===== src/rtl/lse_pkg.sv =====
// Shared types and constants for the log-space SIMD multiplier pipeline.
package lse_pkg;

    localparam int DATA_W    = 24;
    localparam int LANE_W_1X = 24;
    localparam int LANE_W_2X = 12;
    localparam int LANE_W_4X = 6;

    typedef enum logic [1:0] {
        MODE_1X24    = 2'b00,
        MODE_2X12    = 2'b01,
        MODE_4X6     = 2'b10,
        MODE_ILLEGAL = 2'b11
    } simd_mode_e;

    // Raw lane sums, each one bit wider than its lane so the carry-out survives.
    typedef struct packed {
        logic [LANE_W_1X:0]            s24;
        logic [1:0][LANE_W_2X:0]       s12;
        logic [3:0][LANE_W_4X:0]       s6;
    } lane_sums_t;

    // Lanes that exist in a given mode; the illegal mode computes as one 24-bit lane.
    function automatic logic [3:0] lane_ovf_mask(input simd_mode_e mode);
        case (mode)
            MODE_2X12: return 4'b0011;
            MODE_4X6:  return 4'b1111;
            default:   return 4'b0001;
        endcase
    endfunction

endpackage


===== src/rtl/lse_lane_sat.sv =====
// Selects the active lane sums for the mode and saturates or wraps each lane.
module lse_lane_sat
    import lse_pkg::*;
#(
    parameter int SAT_EN = 1
) (
    input  lane_sums_t        sums,
    input  simd_mode_e        mode,
    output logic [DATA_W-1:0] result,
    output logic [3:0]        lane_ovf
);

    logic [3:0] carry;

    // Per-lane carry extraction and saturate/wrap selection.
    always_comb begin
        // NOTE: defaults first so every path assigns every output and no latch is inferred.
        carry  = '0;
        result = '0;
        case (mode)
            MODE_2X12: begin
                for (int k = 0; k < 2; k++) begin
                    carry[k] = sums.s12[k][LANE_W_2X];
                    result[k*LANE_W_2X +: LANE_W_2X] = ((SAT_EN != 0) && carry[k])
                        ? '1 : sums.s12[k][LANE_W_2X-1:0];
                end
            end
            MODE_4X6: begin
                for (int k = 0; k < 4; k++) begin
                    carry[k] = sums.s6[k][LANE_W_4X];
                    result[k*LANE_W_4X +: LANE_W_4X] = ((SAT_EN != 0) && carry[k])
                        ? '1 : sums.s6[k][LANE_W_4X-1:0];
                end
            end
            default: begin
                carry[0] = sums.s24[LANE_W_1X];
                result   = ((SAT_EN != 0) && carry[0]) ? '1 : sums.s24[LANE_W_1X-1:0];
            end
        endcase
        lane_ovf = carry & lane_ovf_mask(mode);
    end

endmodule


===== src/rtl/lse_mult_simd_pipe.sv =====
// Two-stage valid/ready pipeline around the SIMD lane adder with an overflow-event counter.
module lse_mult_simd_pipe
    import lse_pkg::*;
#(
    parameter int SAT_EN = 1,
    parameter int CNT_W  = 16
) (
    input  logic              clk,
    input  logic              rst,
    input  logic              in_valid,
    output logic              in_ready,
    input  logic [DATA_W-1:0] operand_a,
    input  logic [DATA_W-1:0] operand_b,
    input  logic [1:0]        simd_mode,
    output logic              out_valid,
    input  logic              out_ready,
    output logic [DATA_W-1:0] result,
    output logic [3:0]        lane_ovf,
    output logic              mode_err,
    input  logic              ovf_clr,
    output logic [CNT_W-1:0]  ovf_count
);

    logic              s1_valid;
    logic [DATA_W-1:0] s1_a;
    logic [DATA_W-1:0] s1_b;
    simd_mode_e        s1_mode;
    logic              s1_adv;
    logic              s2_adv;
    logic              deliver;
    lane_sums_t        sums;
    logic [DATA_W-1:0] sat_result;
    logic [3:0]        sat_ovf;

    assign s2_adv   = !out_valid || out_ready;
    assign s1_adv   = s2_adv || !s1_valid;
    assign in_ready = s1_adv;
    assign deliver  = out_valid && out_ready;

    // Stage-1 occupancy.
    always_ff @(posedge clk or posedge rst) begin
        if (rst) begin
            s1_valid <= 1'b0;
        end else if (s1_adv) begin
            s1_valid <= in_valid;
        end
    end

    // Stage-1 operand capture.
    // NOTE: pure data registers qualified by s1_valid need no reset.
    always_ff @(posedge clk) begin
        if (s1_adv && in_valid) begin
            s1_a    <= operand_a;
            s1_b    <= operand_b;
            s1_mode <= simd_mode_e'(simd_mode);
        end
    end

    // Lane sums for every lane width; the mode picks which set is used.
    always_comb begin
        sums     = '0;
        sums.s24 = {1'b0, s1_a} + {1'b0, s1_b};
        for (int k = 0; k < 2; k++) begin
            sums.s12[k] = {1'b0, s1_a[k*LANE_W_2X +: LANE_W_2X]}
                        + {1'b0, s1_b[k*LANE_W_2X +: LANE_W_2X]};
        end
        for (int k = 0; k < 4; k++) begin
            sums.s6[k] = {1'b0, s1_a[k*LANE_W_4X +: LANE_W_4X]}
                       + {1'b0, s1_b[k*LANE_W_4X +: LANE_W_4X]};
        end
    end

    lse_lane_sat #(.SAT_EN(SAT_EN)) u_lane_sat (
        .sums     (sums),
        .mode     (s1_mode),
        .result   (sat_result),
        .lane_ovf (sat_ovf)
    );

    // Stage-2 output register; holds while downstream stalls.
    always_ff @(posedge clk or posedge rst) begin
        if (rst) begin
            out_valid <= 1'b0;
            result    <= '0;
            lane_ovf  <= '0;
            mode_err  <= 1'b0;
        end else if (s2_adv) begin
            out_valid <= s1_valid;
            if (s1_valid) begin
                result   <= sat_result;
                lane_ovf <= sat_ovf;
                mode_err <= (s1_mode == MODE_ILLEGAL);
            end
        end
    end

    // Saturating count of delivered beats with any lane overflow; clear wins.
    always_ff @(posedge clk or posedge rst) begin
        if (rst) begin
            ovf_count <= '0;
        end else if (ovf_clr) begin
            ovf_count <= '0;
        end else if (deliver && (|lane_ovf) && (ovf_count != '1)) begin
            ovf_count <= ovf_count + CNT_W'(1);
        end
    end

endmodule


===== config.mk =====
export PLATFORM = sky130hd
export DESIGN_NAME = lse_mult_simd_pipe
export DESIGN_NICKNAME = d
export VERILOG_FILES = /design/src/rtl/lse_pkg.sv /design/src/rtl/lse_lane_sat.sv /design/src/rtl/lse_mult_simd_pipe.sv
export SDC_FILE = /design/constraint.sdc
export NUM_CORES = 1
export LEC_CHECK = 0
export ABC_AREA = 1
export CAP_MARGIN = 20
export CORE_MARGIN = 3
export CORE_UTILIZATION = 56
export CTS_BUF_LIST = sky130_fd_sc_hd__clkbuf_4 sky130_fd_sc_hd__clkbuf_8
export CTS_CLUSTER_SIZE = 40
export DETAILED_ROUTE_END_ITERATION = 8
export GPL_ROUTABILITY_DRIVEN = 0
export HOLD_SLACK_MARGIN = 0.02
export PLACE_DENSITY = 0.9
export SYNTH_ARGS = -nofsm -noshare
export SYNTH_HDL_FRONTEND = slang
export SYNTH_SLANG_ARGS = --single-unit

===== constraint.sdc =====
create_clock -name clk -period 2.9 [get_ports clk]
set_clock_uncertainty 0.1 [all_clocks]
set_input_delay 0.29 -clock clk [delete_from_list [all_inputs] [get_ports clk]]
set_output_delay 0.29 -clock clk [all_outputs]
set_load 0.02 [all_outputs]

### Word level (Yosys, flattened, before mapping)

Index checks and enable logic that the tools add are counted.

| storage, ports and cells | value |
|---|---|
| register bits after elaboration | 97 |
| bits of input ports | 55 |
| output and inout bits | 47 |
| word-level logic and storage cells | 47 |

| operators by class | value |
|---|---|
| add/subtract/negate cells | 8 |
| equality and inequality tests | 4 |
| muxes and demuxes | 14 |
| bitwise operators | 1 |
| reduce and logical (&&, ||, !) cells | 11 |

Operators by type and width:

| operator | count |
|---|---|
| one-hot mux 24 bit (2 select lines) | 1 |
| two-way mux 16 bit | 2 |
| adder 6 x 6 -> 7 bit | 4 |
| adder 12 x 12 -> 13 bit | 2 |
| adder 24 x 24 -> 25 bit | 1 |
| two-way mux 12 bit | 2 |
| two-way mux 24 bit | 1 |
| two-way mux 6 bit | 4 |
| adder 16 x 1 -> 16 bit (second input constant) | 1 |
| != test 16 bit (second input constant) | 1 |
| one-hot mux 4 bit (2 select lines) | 1 |
| bitwise AND 4 bit | 1 |
| equality test 2 bit (second input constant) | 2 |
| logical AND 1 bit | 4 |
| one-hot mux 1 bit (2 select lines) | 2 |
| OR reduction 4 bit | 1 |
| equality test 2 x 1 -> 1 bit (second input constant) | 1 |
| logical NOT 1 bit | 2 |
| logical OR 1 bit | 2 |
| two-way mux 2 bit | 1 |
| AND reduction 2 bit | 1 |
| nonzero test 2 bit | 1 |

### Logic depth before layout (Yosys ltp)

Gate-level depths: netlist of the first run.

| depth | value |
|---|---|
| depth after elaboration | 5 |
| gate-level depth with buffers | 15 |
| mapped depth without buffers | 14 |

### Modules after synthesis

A second synthesis of the first run with hierarchy kept.

| second synthesis, totals | value |
|---|---|
| cell total of the unflattened synthesis | 921 |
| area total of the unflattened synthesis | 6,612.6 µm² |

Modules (own cells, without submodules):

| module | instances | cells an instance | area an instance (µm²) | seq. area each (µm²) |
|---|---|---|---|---|
| lse_mult_simd_pipe | 1 | 740 | 5,765.5 | 2,677.6 |
| lse_lane_sat | 1 | 181 | 847.1 | 0.0 |

### Least setup slack after synthesis of the first run

OpenSTA, ideal clock, no wires.

| timing | value |
|---|---|
| kind | reg-to-reg |
| start point | register out_valid |
| end point | register s1_a[0] (enable) |
| setup time | 404 ps |
| arrival | 1,830 ps |
| required time | 2,396 ps |
| path slack | 566 ps |
| cell stages (with the launch flop) | 4 |
| path buffers | 0 |
| period minus slack after synthesis | 2,334 ps |
| cells stage by stage | dfrtp_1 -> nand3_1 -> nand2_1 -> inv_1 |

| on the way | value |
|---|---|
| word-level cells in the longest chain between the ends | 4 |

Ends and longest elaborated chain:

| element | line | source |
|---|---|---|
| from (decl) | lse_mult_simd_pipe.sv:15 | `output logic out_valid,` |
| from (signal assigned) | lse_mult_simd_pipe.sv:88 | `out_valid <= s1_valid;` |
| logical NOT 1 bit | lse_mult_simd_pipe.sv:35 | `assign s2_adv = !out_valid \|\| out_ready;` |
| logical OR 1 bit | lse_mult_simd_pipe.sv:35 |  |
| logical OR 1 bit | lse_mult_simd_pipe.sv:36 | `assign s1_adv = s2_adv \|\| !s1_valid;` |
| via in_ready | lse_mult_simd_pipe.sv:11 | `output logic in_ready,` |
| logical AND 1 bit | lse_mult_simd_pipe.sv:52 | `if (s1_adv && in_valid) begin` |
| to (signal assigned) | lse_mult_simd_pipe.sv:53 | `s1_a <= operand_a;` |
| to (decl) | lse_mult_simd_pipe.sv:25 | `logic [DATA_W-1:0] s1_a;` |

The timed path passes the listed nets, and every way through them passes these cells.
A chain may end at the register's enable or synchronous reset.

### Worst setup path in the final report of the first run

| timing | value |
|---|---|
| start point | register s1_a[0] |
| end point | register result[12] |

| on the way | value |
|---|---|
| word-level cells in the longest chain between the ends | 3 |

Ends and longest elaborated chain:

| element | line | source |
|---|---|---|
| adder 24 x 24 -> 25 bit | lse_mult_simd_pipe.sv:62 | `sums.s24 = {1'b0, s1_a} + {1'b0, s1_b};` |
| two-way mux 24 bit | lse_lane_sat.sv:37 | `result = ((SAT_EN != 0) && carry[0]) ? '1 : sums.s24[LANE_W_1X-1:0];` |
| one-hot mux 24 bit (2 select lines) | lse_lane_sat.sv:20 | `case (mode)` |
| to (signal assigned) | lse_mult_simd_pipe.sv:90 | `result <= sat_result;` |
| to (decl) | lse_mult_simd_pipe.sv:17 | `output logic [DATA_W-1:0] result,` |

Every way passes these cells.

==> flow_summary.json, run 1 <==
{
  "tightestPinTransition_ns": 0.9376,
  "cts-resized-gates": 0,
  "syn_avg_cell_area_um2": 7.339,
  "worstPathMaxFanout": 7,
  "critPathKind": "reg2reg",
  "ioPinCount": 102,
  "status": "completed",
  "die_width_um": 112.4,
  "fin_nets": 1056,
  "finalNonFillerCells": 1114,
  "synthMuxAreaShare_pct": 0,
  "cts.sinks": 97,
  "netlist_area_mm2": 0.006341,
  "synthCells": 864,
  "ys_warn_count": 0,
  "die_area_mm2": 0.01264,
  "finalMaxSlewViolations": 0,
  "grt_usage_pct": 26.05,
  "critPathBufInv": 1,
  "finalSetupTns_ns": 0,
  "cp_common_cell": "nand2_1",
  "initial_utilization_pct": 57.99,
  "wl_per_cell_um": 14.20,
  "wirelength_um": 15820,
  "viasPerCell": 5.472,
  "cts_buffer_depth": 2,
  "cp.arrival_ns": 2.56,
  "root_buffer": "clkbuf_8",
  "grt_pass1_vias": 5838,
  "antenna_cells": 0,
  "cp.required_ns": 3.06,
  "area_growth_pct": 21.72,
  "num_vias": 6096,
  "synth_area_leaders": "edfxtp_1 24%, nand2_1 19%, dfrtp_1 19%",
  "hold_viol_final": 0,
  "holdBufCountCts": 0,
  "synth_edf_count": 50,
  "slowest_stage": "fa_1",
  "r2r_cells": 12,
  "synth_cell_types": 38,
  "max_freq_mhz": 416.7,
  "grt_pass1_wl_um": 26870,
  "endpoint_kind": "flop",
  "crit_path_max_incr_delay_ns": 0.42,
  "synth_common_cells": "325 x nand2_1, 131 x inv_1, 77 x nand3_1",
  "grt-ovfl-total": 0,
  "synth_top_family_by_area": "simple AND/OR/NAND/NOR gates",
  "finalSetupViolCount": 0,
  "grt_antenna_before_repair": 0,
  "crit_family": "simple AND/OR/NAND/NOR gates",
  "final.period_utilization_pct": 82.76,
  "path_cells": "ha_1, fa_1, nand3_1, nand3_1, nand2_1, nand2_2, nand2_1, nand3_2, inv_4, nand2_4, o21ai_1, nand2_1",
  "coreArea_mm2": 0.01094,
  "synth_simple_gate_area_share_pct": 33.50,
  "powerDensity_mw_per_mm2": 581.1,
  "hpwl_um": 12290,
  "drcViolationCount": 0,
  "synth_xor_xnor_area_share_pct": 2.348,
  "synth_compound_area_share_pct": 6.334,
  "r2r_slack_ns": 0.50,
  "post-route-min-period_ns": 2.400,
  "startpoint_type": "flop",
  "drive_gt1_share_pct": 4.312,
  "htreeDepth": 3,
  "fp-row-count": 38,
  "worstReg2RegStart": "s1_a[0]$_DFFE_PP_",
  "cts_tree": "yes",
  "min_path_type": "in2async",
  "syn_nets": 951,
  "path_clk_slew_ns": 0.10,
  "yosysTopAreaCellShare_pct": 23.68,
  "grt_max_degree": 51,
  "cts_buffers": 9,
  "synth_ff_type": "edfxtp_1",
  "synth_area_leader_cell": "edfxtp_1",
  "fp.dieH_um": 112.4,
  "dr.pass1.iters": 6,
  "max_cap_viol_count": 0,
  "max-slew-margin-rel_pct": 37.40,
  "antenna_left": 0,
  "worstSkewPairLatency_ns": 0.37,
  "io_buffers": 101,
  "reg2reg_to": "result[12]$_DFFE_PP0P_",
  "post-cts-setup-buffers": 0,
  "synthArstFlopShare_pct": 48.45,
  "placed_cells": 1098,
  "drt-initial-drc-count": 622,
  "synthAdderAreaFrac_pct": 6.788,
  "rsz0062_at_grt": "no",
  "ys_seq_area_share_pct": 42.23,
  "yosys.cell_count.top_type": "nand2_1",
  "p_leak_nw": 3.823,
  "worst_ir_drop_vdd_v": 0.0003914,
  "ys_ff_latch": 97
}
## layout make-up
cell class,count,area (µm²)
Tap cell,140,175.2
Timing Repair Buffer,106,1061
Clock buffer,11,138.9
Fill cell,882,3217
Inverter,132,498.0
Sequential cell,97,2678
Clock inverter,5,62.56
Multi-Input combinational cell,623,3105
## layout by cell type, fill, tap and decap left out, types with 2 or more instances in the layout
| cell | netlist | routed |
|---|---|---|
| inv_2 | 0 | 2 |
| clkbuf_8 | 0 | 9 |
| o21ai_1 | 4 | 4 |
| nor2_1 | 51 | 51 |
| o31ai_1 | 3 | 3 |
| nand2_1 | 325 | 325 |
| ha_1 | 28 | 28 |
| xnor2_1 | 5 | 5 |
| nor2_2 | 2 | 2 |
| o21ai_0 | 29 | 29 |
| nand3_1 | 77 | 77 |
| or2_2 | 3 | 3 |
| nor3_1 | 8 | 8 |
| buf_4 | 3 | 4 |
| inv_4 | 1 | 2 |
| nand3_2 | 2 | 2 |
| a22oi_1 | 4 | 4 |
| a21oi_1 | 23 | 23 |
| nand3b_1 | 2 | 2 |
| nand2_4 | 2 | 2 |
| clkdlybuf4s50_1 | 0 | 101 |
| xor2_1 | 12 | 12 |
| a21boi_0 | 3 | 3 |
| clkbuf_4 | 0 | 2 |
| inv_1 | 131 | 129 |
| dfrtp_1 | 47 | 47 |
| and2_1 | 2 | 2 |
| nand2_2 | 5 | 5 |
| edfxtp_1 | 50 | 50 |
| inv_6 | 0 | 2 |
| nand4_1 | 21 | 21 |
| a31oi_1 | 2 | 2 |
| fa_1 | 4 | 4 |
## worst register-to-register path, cell delays in order (launching register included)
cell and delay [ns]:
edfxtp_1 0.38, ha_1 0.25, fa_1 0.42, nand3_1 0.12, nand3_1 0.13, nand2_1 0.10
nand2_2 0.08, nand2_1 0.10, nand3_2 0.13, inv_4 0.13, nand2_4 0.08, o21ai_1 0.18
nand2_1 0.07
## logic make-up (layout without fill, tap and decap cells)
| kind of cell | count (synthesis) | count (layout) |
|---|---|---|
| AO/OA/AOI/OAI | 72 | 72 |
| flip-flops | 97 | 97 |
| buffers and inverters | 144 | 254 |
| AND/OR/NAND/NOR | 502 | 502 |
| XOR/XNOR | 17 | 17 |
| adder cells (fa/ha/maj) | 32 | 32 |
## report_power, final
group	internal [W]	switching [W]	leakage, nW
Combinational	0.000710	0.00104	2.63
Clock	0.000427	0.000490	0.106
Sequential	0.00168	0.000138	1.08
## registers in the layout, summed over array words and instances (netlist names)
register / count
s1_mode: 2
mode_err: 1
result: 24
s1_a: 24
s1_valid: 1
out_valid: 1
ovf_count: 16
s1_b: 24
lane_ovf: 4
## stage by stage
stage / total power (W) / hold slack (ns) / instance area (µm²) / utilization [%] / setup WS, ns
final: 0.004485 / 0.3390 / 7719 / 70.58 / 0.5000
after global routing: 0.004768 / 0.3403 / 7719 / 70.58 / 0.3071
after CTS: 0.004492 / 0.3502 / 7719 / 70.58 / 0.5081
after detailed placement: 0.003566 / 0.3880 / 7517 / 68.74 / 0.5580
after global placement: 0.003521 / 0.3761 / 7517 / 68.74 / 0.6794
after floorplan: 0.002872 / 0.2879 / 6341 / - / 0.5657
## metal layers
metal / global-route usage [%] / wire, µm
met1: 35.01 / 6634
met2: 43.50 / 7479
met5: 0 / 0
met4: 7.131 / 356
met3: 5.013 / 1348
## worst max-delay path by stage
stage	cells past startpoint	end	slack [ns]	from
finish	12	result[12]$_DFFE_PP0P_	0.50	s1_a[0]$_DFFE_PP_
global route	12	result[18]$_DFFE_PP0P_	0.31	s1_a[0]$_DFFE_PP_
CTS	12	result[12]$_DFFE_PP0P_	0.51	s1_a[0]$_DFFE_PP_
detailed placement	12	result[1]$_DFFE_PP0P_	0.56	s1_a[0]$_DFFE_PP_
global placement	12	result[3]$_DFFE_PP0P_	0.68	s1_a[0]$_DFFE_PP_
floorplan	3	s1_a[0]$_DFFE_PP_	0.57	out_valid$_DFFE_PP0P_
Power figures use the tool's default switching activity.
==> run 2: changes to the inputs <==
CORE_UTILIZATION = 51   (was 56)
PLACE_DENSITY = 0.87   (was 0.9)
clock period = 2 ns   (was 2.9 ns; I/O delays follow)
==> flow_summary.json, run 2 (synthesized netlist as in run 1, its figures left out) <==
{
  "worstSkewPairLatency_ns": 0.38,
  "dr.pass1.iters": 6,
  "p_leak_nw": 4.229,
  "htreeDepth": 3,
  "worstPathMaxFanout": 4,
  "fill_cells": 890,
  "grt-ovfl-total": 0,
  "multi_input_area_mm2": 0.003573,
  "antenna_cells": 0,
  "status": "complete, but fails checks",
  "cp.arrival_ns": 2.28,
  "drt-initial-drc-count": 625,
  "reg_top3": "result (24), s1_a (24), s1_b (24)",
  "initial_utilization_pct": 52.57,
  "hold_viol_final": 0,
  "tightestPinTransition_ns": 0.4439,
  "fin_nets": 1128,
  "finalMaxSlewViolations": 0,
  "wirelength_um": 17520,
  "violations": "setup timing",
  "endpoint_kind": "flop",
  "final.period_utilization_pct": 104.9,
  "num_vias": 6454,
  "swShare_pct": 37.92,
  "p_int_w": 0.004261,
  "power.switching_w": 0.002603,
  "grt_pass1_wl_um": 27990,
  "cts_buffer_depth": 2,
  "p_comb_share_pct": 44.2,
  "grt_max_degree": 48,
  "critPathKind": "reg2reg",
  "die_width_um": 117.5,
  "drcViolationCount": 0,
  "finalSetupTns_ns": -1.784,
  "fp-row-count": 40,
  "place_ws_ns": -0.1375,
  "cts.sinks": 97,
  "cts_buffers": 9,
  "mostFrequentLayoutCells": "297 x nand2_1, 123 x inv_1, 101 x clkdlybuf4s50_1, 70 x buf_4, 68 x nand3_1",
  "post-route-worst-setup-slack_ns": -0.09812,
  "max-slew-margin-rel_pct": 70.41,
  "drive_gt1_share_pct": 19.22,
  "total_power_w": 0.006865,
  "final_common_cell": "nand2_1",
  "grt_pass1_vias": 6106,
  "rsz0062_at_grt": "yes",
  "finalSetupViolCount": 25,
  "area_growth_pct": 38.56,
  "antenna_left": 0,
  "viasPerCell": 5.316,
  "grt_usage_pct": 24.75,
  "die_area_mm2": 0.01381,
  "wl_per_cell_um": 14.43,
  "max_freq_mhz": 476.6,
  "ioPinCount": 102,
  "powerDensity_mw_per_mm2": 781.3,
  "io_buffers": 101,
  "p_seq_share_pct": 38.7,
  "hpwl_um": 12990,
  "post-route-min-period_ns": 2.098,
  "path_clk_slew_ns": 0.10,
  "startpoint_type": "flop",
  "cts_tree": "yes",
  "coreArea_mm2": 0.01206,
  "max_cap_viol_count": 0,
  "cp.required_ns": 2.18,
  "holdBufCountCts": 0,
  "grt_antenna_before_repair": 0,
  "root_buffer": "clkbuf_8",
  "worst_ir_drop_vdd_v": 0.0005031,
  "area.sequential_mm2": 0.002679,
  "clockPowerShare_pct": 17.0,
  "fp.dieH_um": 117.5,
  "min_path_type": "in2async"
}
run 2: final cells by class:
class                      instances  area share, %
multi-input combinational        623          40.67
sequential                        97          30.49
timing repair buffer             178          18.68
inverter                         132          5.768
tap                              168          2.392
clock buffer                      11          1.652
clock inverter                     5         0.3418
run 2: final timing paths:
path	startpoint	endpoint	slack [ns]	cells past startpoint
hold reg to reg	mode_err$_DFFE_PP0P_	mode_err$_DFFE_PP0P_	0.39	2
hold / removal	rst	result[4]$_DFFE_PP0P_	0.06	3
setup / recovery	s1_a[13]$_DFFE_PP_	result[17]$_DFFE_PP0P_	-0.1	12
setup reg to reg	s1_a[13]$_DFFE_PP_	result[17]$_DFFE_PP0P_	-0.1	12
max in group asynchronous	rst	ovf_count[0]$_DFFE_PP0P_	1.51	3
min in group clk	operand_b[12]	s1_b[12]$_DFFE_PP_	0.27	1
run 2: metrics by stage:
step	area, µm²	util [%]	std cells	hold WS [ns]
2_1_floorplan	6366	-	864	0.1979
3_3_place_gp	8098	67.14	1192	0.3660
3_5_place_dp	8098	67.14	1192	0.3694
4_1_cts	8533	70.75	1212	0.05779
5_1_grt	8786	72.84	1214	0.09449
6_report	8786	72.84	1214	0.06295
run 2: per-layer routing:
metal  track usage [%]  routed length (µm)  vias up
met2             41.22                8358      318
li1                  -                   -     3129
met1             31.36                7144     2951
met3             4.517                1355       56
met5                 0                   0        -
met4             11.65                 656        0
run 2: power by group through the flow:
stage                     combinational, W  clock [W]  sequential (W)
final                              0.00304    0.00117         0.00266
after detailed placement           0.00273          0         0.00267
after CTS                          0.00285    0.00120         0.00265
after global placement             0.00267          0         0.00266
after floorplan                    0.00126          0         0.00291
after global routing               0.00329    0.00129         0.00269
run 2: timing repair:
item,4_1_cts,5_1_grt
setup endpoints to repair,25,27
pin swaps,23,20
setup buffers,4,2
gates resized for setup,60,54
cloned,0,0
run 2: critical path, stage by stage, from the launching register on:
cell and delay, ns:
edfxtp_1 0.42, ha_1 0.37, nand2_1 0.17, nor2_2 0.22, inv_1 0.08, nor2_1 0.15
nor2_1 0.06, nand2_1 0.06, nand3_1 0.10, nand2_1 0.08, nand2_1 0.07, nand2_1 0.08
nand2_1 0.05
